<file path="config.mk">
export PLATFORM = sky130hd
export DESIGN_NAME = iter_muldiv
export DESIGN_NICKNAME = d
export VERILOG_FILES = /design/src/rtl/iter_muldiv_pkg.sv /design/src/rtl/muldiv_step.sv /design/src/rtl/iter_muldiv.sv
export SDC_FILE = /design/constraint.sdc
export NUM_CORES = 1
export LEC_CHECK = 0
export BUFFER_PORTS_ARGS = -buffer_cell sky130_fd_sc_hd__clkbuf_2
export CORE_MARGIN = 2
export CORE_UTILIZATION = 60
export CTS_BUF_LIST = sky130_fd_sc_hd__clkbuf_4
export DETAILED_ROUTE_END_ITERATION = 12
export PLACE_DENSITY = 0.8
export SLEW_MARGIN = 0
export SYNTH_ARGS = -nofsm -noshare
export SYNTH_HDL_FRONTEND = slang
export SYNTH_SLANG_ARGS = --single-unit
</file>
<file path="constraint.sdc">
create_clock -name clk -period 4 [get_ports clk]
set_clock_uncertainty 0.05 [all_clocks]
set_input_delay 0.8 -clock clk [delete_from_list [all_inputs] [get_ports clk]]
set_output_delay 0.8 -clock clk [all_outputs]
set_load 0.01 [all_outputs]
</file>
<file path="src/rtl/iter_muldiv_pkg.sv">
// Shared constants and types for the iterative multiply/divide unit.
// Latency: none (declarations only).
// Backpressure: none (declarations only).
package iter_muldiv_pkg;

   localparam int   DEFAULT_WIDTH = 32;

   localparam logic FUNCT_MUL = 1'b0;
   localparam logic FUNCT_DIV = 1'b1;

   typedef enum logic [1:0] {
      ST_IDLE = 2'd0,
      ST_RUN  = 2'd1,
      ST_DONE = 2'd2
   } state_t;

endpackage

</file>
<file path="src/rtl/muldiv_step.sv">
// One iteration of unsigned shift-add multiply or restoring divide.
// Latency: purely combinational.
// Backpressure: none; the caller decides when to register the result.
module muldiv_step
   import iter_muldiv_pkg::*;
#(
   parameter int WIDTH = DEFAULT_WIDTH
)
(
   input  logic               funct,
   input  logic [2*WIDTH-1:0] acc,
   input  logic [WIDTH:0]     rem,
   input  logic [WIDTH-1:0]   opb,
   output logic [2*WIDTH-1:0] acc_nxt,
   output logic [WIDTH:0]     rem_nxt
);

   // Multiply: acc = {partial product high, remaining multiplier bits}.
   // Divide:   acc[WIDTH-1:0] shifts dividend bits out of the top and
   //           quotient bits in at the bottom; rem is the partial remainder.
   logic [WIDTH:0]   mul_sum;
   logic [WIDTH+1:0] div_shift;
   logic             div_fit;

   // Compute both candidate iterations and select by operation.
   always_comb begin
      mul_sum   = {1'b0, acc[2*WIDTH-1:WIDTH]}
                + {1'b0, (acc[0] ? opb : {WIDTH{1'b0}})};
      div_shift = {rem, acc[WIDTH-1]};
      div_fit   = (div_shift >= {2'b00, opb});
      acc_nxt   = acc;
      rem_nxt   = rem;
      if (funct == FUNCT_MUL) begin
         // carry of the add lands in the top bit after the right shift
         acc_nxt = {mul_sum, acc[WIDTH-1:1]};
      end else begin
         acc_nxt = {acc[2*WIDTH-1:WIDTH], acc[WIDTH-2:0], div_fit};
         rem_nxt = div_fit ? (WIDTH+1)'(div_shift - {2'b00, opb})
                           : div_shift[WIDTH:0];
      end
   end

endmodule

</file>
<file path="src/rtl/iter_muldiv.sv">
// Iterative unsigned multiply/divide, one bit per cycle (WIDTH >= 2).
// Latency: WIDTH+1 cycles from accepted start to done; divide-by-zero 1 cycle.
// Backpressure: start is only accepted in IDLE; requests while busy are dropped.
module iter_muldiv
   import iter_muldiv_pkg::*;
#(
   parameter int               WIDTH    = DEFAULT_WIDTH,
   parameter logic [WIDTH-1:0] DBZ_QUOT = {WIDTH{1'b1}}
)
(
   input  logic             clk,
   input  logic             rst,
   input  logic             start,
   input  logic             funct,
   input  logic [WIDTH-1:0] a,
   input  logic [WIDTH-1:0] b,
   output logic             busy,
   output logic             done,
   output logic [WIDTH-1:0] calres,
   output logic [WIDTH-1:0] calrem,
   output logic             ovf,
   output logic             dbz
);

   localparam int CW = $clog2(WIDTH) + 1;

   state_t             state, state_nxt;
   logic [CW-1:0]      cnt;
   logic               op_funct;
   logic [WIDTH-1:0]   op_b;
   logic [2*WIDTH-1:0] acc, acc_nxt;
   logic [WIDTH:0]     rem, rem_nxt;
   logic               accept, dbz_start, last_iter;

   assign accept    = (state == ST_IDLE) && start;
   assign dbz_start = accept && (funct == FUNCT_DIV) && (b == '0);
   assign last_iter = (state == ST_RUN) && (cnt == CW'(WIDTH - 1));

   muldiv_step #(.WIDTH(WIDTH)) u_step (
      .funct   (op_funct),
      .acc     (acc),
      .rem     (rem),
      .opb     (op_b),
      .acc_nxt (acc_nxt),
      .rem_nxt (rem_nxt)
   );

   // State register.
   always_ff @(posedge clk) begin
      if (rst) state <= ST_IDLE;
      else     state <= state_nxt;
   end

   // Next-state: divide-by-zero skips RUN entirely.
   always_comb begin
      state_nxt = state;
      case (state)
         ST_IDLE: if (accept)    state_nxt = dbz_start ? ST_DONE : ST_RUN;
         ST_RUN:  if (last_iter) state_nxt = ST_DONE;
         ST_DONE: state_nxt = ST_IDLE;
         default: state_nxt = ST_IDLE;
      endcase
   end

   // Status outputs decoded from state.
   always_comb begin
      busy = (state != ST_IDLE);
      done = (state == ST_DONE);
   end

   // Iteration counter: cleared on accept, stops at the last iteration.
   always_ff @(posedge clk) begin
      if (rst)                           cnt <= '0;
      else if (accept)                   cnt <= '0;
      else if (state == ST_RUN && !last_iter) cnt <= cnt + 1'b1;
   end

   // Operand capture on accept, then one step per RUN cycle.
   always_ff @(posedge clk) begin
      if (rst) begin
         op_funct <= FUNCT_MUL;
         op_b     <= '0;
         acc      <= '0;
         rem      <= '0;
      end else if (accept) begin
         op_funct <= funct;
         // mul: a is the multiplicand added in, b is shifted out LSB first
         // div: a is shifted out MSB first, b is the divisor
         op_b     <= (funct == FUNCT_MUL) ? a : b;
         acc      <= {{WIDTH{1'b0}}, ((funct == FUNCT_MUL) ? b : a)};
         rem      <= '0;
      end else if (state == ST_RUN) begin
         acc      <= acc_nxt;
         rem      <= rem_nxt;
      end
   end

   // Result registers: load only on entry to DONE, hold otherwise.
   always_ff @(posedge clk) begin
      if (rst) begin
         calres <= '0;
         calrem <= '0;
         ovf    <= 1'b0;
         dbz    <= 1'b0;
      end else if (dbz_start) begin
         calres <= DBZ_QUOT;
         calrem <= a;
         ovf    <= 1'b0;
         dbz    <= 1'b1;
      end else if (last_iter) begin
         calres <= acc_nxt[WIDTH-1:0];
         dbz    <= 1'b0;
         if (op_funct == FUNCT_MUL) begin
            calrem <= acc_nxt[2*WIDTH-1:WIDTH];
            ovf    <= |acc_nxt[2*WIDTH-1:WIDTH];
         end else begin
            calrem <= rem_nxt[WIDTH-1:0];
            ovf    <= 1'b0;
         end
      end
   end

endmodule

</file>
==> summary.txt <==
Pwr
  – Worst VDD drop: ~250 uV
  – Post-layout power: 5010 uW
  – PwrDens: 338 nW/um^2
  – Leakage power: 0.00647 uW

Synth
  – Seq/Total Area, Yosys: 0.311
  – Syn nets: 1794
  – Top-area cell type share of the netlist area: 0.311
  – Register bit count reported by yosys: 204
  – Ys async rst share: 0
  – EDFF count, synth: 0
  – Dominant cell type by area after synthesis: dfxtp_1
  – Netlist cell types: 86
  – Synth top area cells: dfxtp_1, mux2i_1, nor2_1
  – Synth Area in Simple Gates: 0.184
  – Warnings from Yosys: 0
  – Post-synthesis adder-cell area fraction: 0.0649
  – Post-synth top flop: dfxtp_1
  – Post-Synth XOR/XNOR Area: 0.0340
  – Combinational family with the most area after synthesis: compound AO/OA/AOI/OAI gates
  – Post-synthesis mux area share: 0.104
  – Post-synthesis instance area: approximately 13000 um^2
  – Syn_area_per_cell: 7.92 um^2
  – Gate Count Post-Synth: 1659
  – Synth Area in Compound Gates: 0.251

Run status
  – Status: completed

Timing
  – Slew of the pin with the lowest slew margin: roughly 1.2 ns
  – Final hold vios: 0
  – Final critical-path share of the clock period: 0.972
  – # setup viols final: 0
  – Final period demand of the worst path: just under 4 ns
  – Fin worst setup slack: roughly 0.11 ns
  – Max_slew headroom: 0.184
  – Fmax: 257 MHz
  – Pins Over Slew Limit: 0

Clock network
  – CTS H-Tree Depth: 2
  – Clock latency on the worst-skew pair: 0.69 ns
  – CTS tree: done
  – Inserted Clock Buffers: 54
  – CTS Hold Bufs: 0
  – Sink Count: 204
  – CTS clk-pin slew, worst paths: 0.07 ns
  – Clock Tree Buf Depth: 3
  – Clk root buf: clkbuf_4

Cells and area
  – Nets: roughly 1900
  – Final Util: 0.683
  – Commonest non-fill, non-tap cell in the layout: nor2_1
  – Most frequent cells in the layout: nor2_1, dfxtp_1, a21oi_1
  – Fillers: 1886
  – Reg area: roughly 4000 um^2
  – Fraction of layout cells with a size suffix above 1: 0.186
  – Syn-to-layout area delta: 12.8%
  – Area of the multi-input gates: 8480 um^2

Place
  – GP Congestion: 0.989
  – HPWL Detailed: between 30000 and 40000 um
  – Post-place setup slack: 0.0157 ns
  – Port Buffers: 135

Global routing
  – First-pass GRT wire length: 71200 um
  – Grt total ovfl: 0
  – Number of global-route vias before repair: 12900
  – Initial antenna violation count: 1
  – Largest net degree at the start of global routing: 130
  – GRT Total Usage: 0.384

Hold path
  – Hold Crit Endpoint: calrem[19]$_SDFFE_PP0P_
  – Hold Crit Class: in2reg
  – Hold path depth: 3
  – Hold path startpoint: a[19]

Die
  – Die height: 152 um
  – Ports: 136
  – Die area: between 20000 and 25000 um^2
  – Die X: 152 um
  – Row cnt: 54
  – Initial Utilization: 0.606
  – Core Box Area: between 20000 and 25000 um^2

Drt
  – Detailed Route WL: 46200 um
  – DR vias: 13600
  – Number of nets still failing antenna checks after routing: 0
  – Drc violations: 0
  – DRT iter0 DRCs: around 1400
  – DR vias/cell: 6.49
  – Average routed wire per standard cell: 22.0 um
  – Initial DRT Pass Iterations: 6

Critical path
  – Reg2Reg Depth: 15
  – Critical Path AT: 4.37 ns
  – CP max FO: 30
  – CP Launch Type: flop
  – Reg-to-Reg Start: acc[0]$_SDFFE_PP0P_
  – Worst reg-to-reg setup slack: between 0.1 and 0.15 ns
  – CP endpoint kind: flop
  – Crit path required time: 4.49 ns
  – FF-to-FF End: ovf$_SDFFE_PP0P_
  – Setup Crit Path Kind: reg2reg

Run
  – Max Cap Viol: 0
==> worst max-delay path, stage by stage, from the launching register on <==
cell      delay (ns)
dfxtp_1         0.39
inv_1           0.10
buf_12          0.18
nor2_2          0.19
ha_1            0.32
nor2b_1         0.19
o31a_1          0.28
o211ai_1        0.31
nand2_2         0.18
a21oi_4         0.23
o31a_1          0.20
mux2_2          0.43
nor2_1          0.13
nand4_1         0.16
nor4b_2         0.30
a31oi_1         0.11
==> per-stage QoR <==
stage               instances  TNS [ns]  hold slack, ns  instance area, um^2
finish                   2094         0           0.333                14800
global route             2094  -0.00422           0.312                14800
CTS                      2090         0           0.299                14700
detailed placement       1997         0           0.415                14100
global placement         1997         0           0.394                14100
floorplan                1659         0           0.401                13100
==> cell type report <==
| type | instances | area share |
|---|---|---|
| Inverter | 61 | 0.0154 |
| Clock buffer | 76 | 0.0385 |
| Multi-Input combinational cell | 1283 | 0.572 |
| Timing Repair Buffer | 172 | 0.0691 |
| Sequential cell | 204 | 0.276 |
| Antenna cell | 1 | 0.000169 |
| Clock inverter | 17 | 0.00490 |
| Tap cell | 280 | 0.0236 |
==> where the power goes <==
part | switching [uW] | leakage, uW | internal (uW)
combinational | 662 | 0.00442 | 396
sequential | 60.1 | 0.00166 | 2110
clock | 909 | 0.000389 | 874
total | 1630 | 0.00647 | 3380
==> kinds of logic after synthesis <==
logic type	count (synthesis)
buf+inv	172
xor+xnor	51
simple gates	544
flops	204
mux	133
fa+ha+maj	67
compound gates	488
==> how the worst max path moves through the flow <==
| stage | from | endpoint | slack [ns] |
|---|---|---|---|
| CTS | acc[0]$_SDFFE_PP0P_ | ovf$_SDFFE_PP0P_ | 0.04 |
| global placement | acc[0]$_SDFFE_PP0P_ | ovf$_SDFFE_PP0P_ | 0.11 |
| global route | acc[0]$_SDFFE_PP0P_ | calrem[30]$_SDFFE_PP0P_ | -0.004 |
| detailed placement | acc[0]$_SDFFE_PP0P_ | ovf$_SDFFE_PP0P_ | 0.02 |
| finish | acc[0]$_SDFFE_PP0P_ | ovf$_SDFFE_PP0P_ | 0.11 |
| floorplan | acc[0]$_SDFFE_PP0P_ | calrem[30]$_SDFFE_PP0P_ | 0.59 |
==> Yosys cell counts (all sizes together), types with 12 or more instances <==
cell type  number
clkbuf         83
inv            59
nand4          15
a211oi         81
xnor2          27
nand3          27
o211ai         13
mux2           26
a21oi         156
buf            28
mux2i         107
nand2         120
nor2          260
o22ai          33
ha             65
a31oi          13
nor2b          12
o221a          20
xor2           24
nor4           20
o21ai          59
a21o           25
nor3           35
dfxtp         204
==> flip-flops by register name, summed over array words and instances (netlist names) <==
register  cells
cnt           6
calrem       32
op_funct      1
rem          33
ovf           1
state         2
dbz           1
acc          64
op_b         32
calres       32
==> routing by layer <==
| metal | vias up | part of all wire | track usage |
|---|---|---|---|
| li1 | 6306 | - | - |
| met3 | 120 | 0.11 | 0.0796 |
| met2 | 775 | 0.45 | 0.603 |
| met5 | - | 0 | 0 |
| met1 | 6384 | 0.41 | 0.519 |
| met4 | 0 | 0.037 | 0.148 |
==> repair_timing <==
action	in CTS	in global routing
endpoints found under the setup margin	1	18
gates resized for setup	2	17
buffers inserted	0	3
pin swaps	0	4
cloned	0	0
No activity file was read; power rests on OpenSTA's default activity.
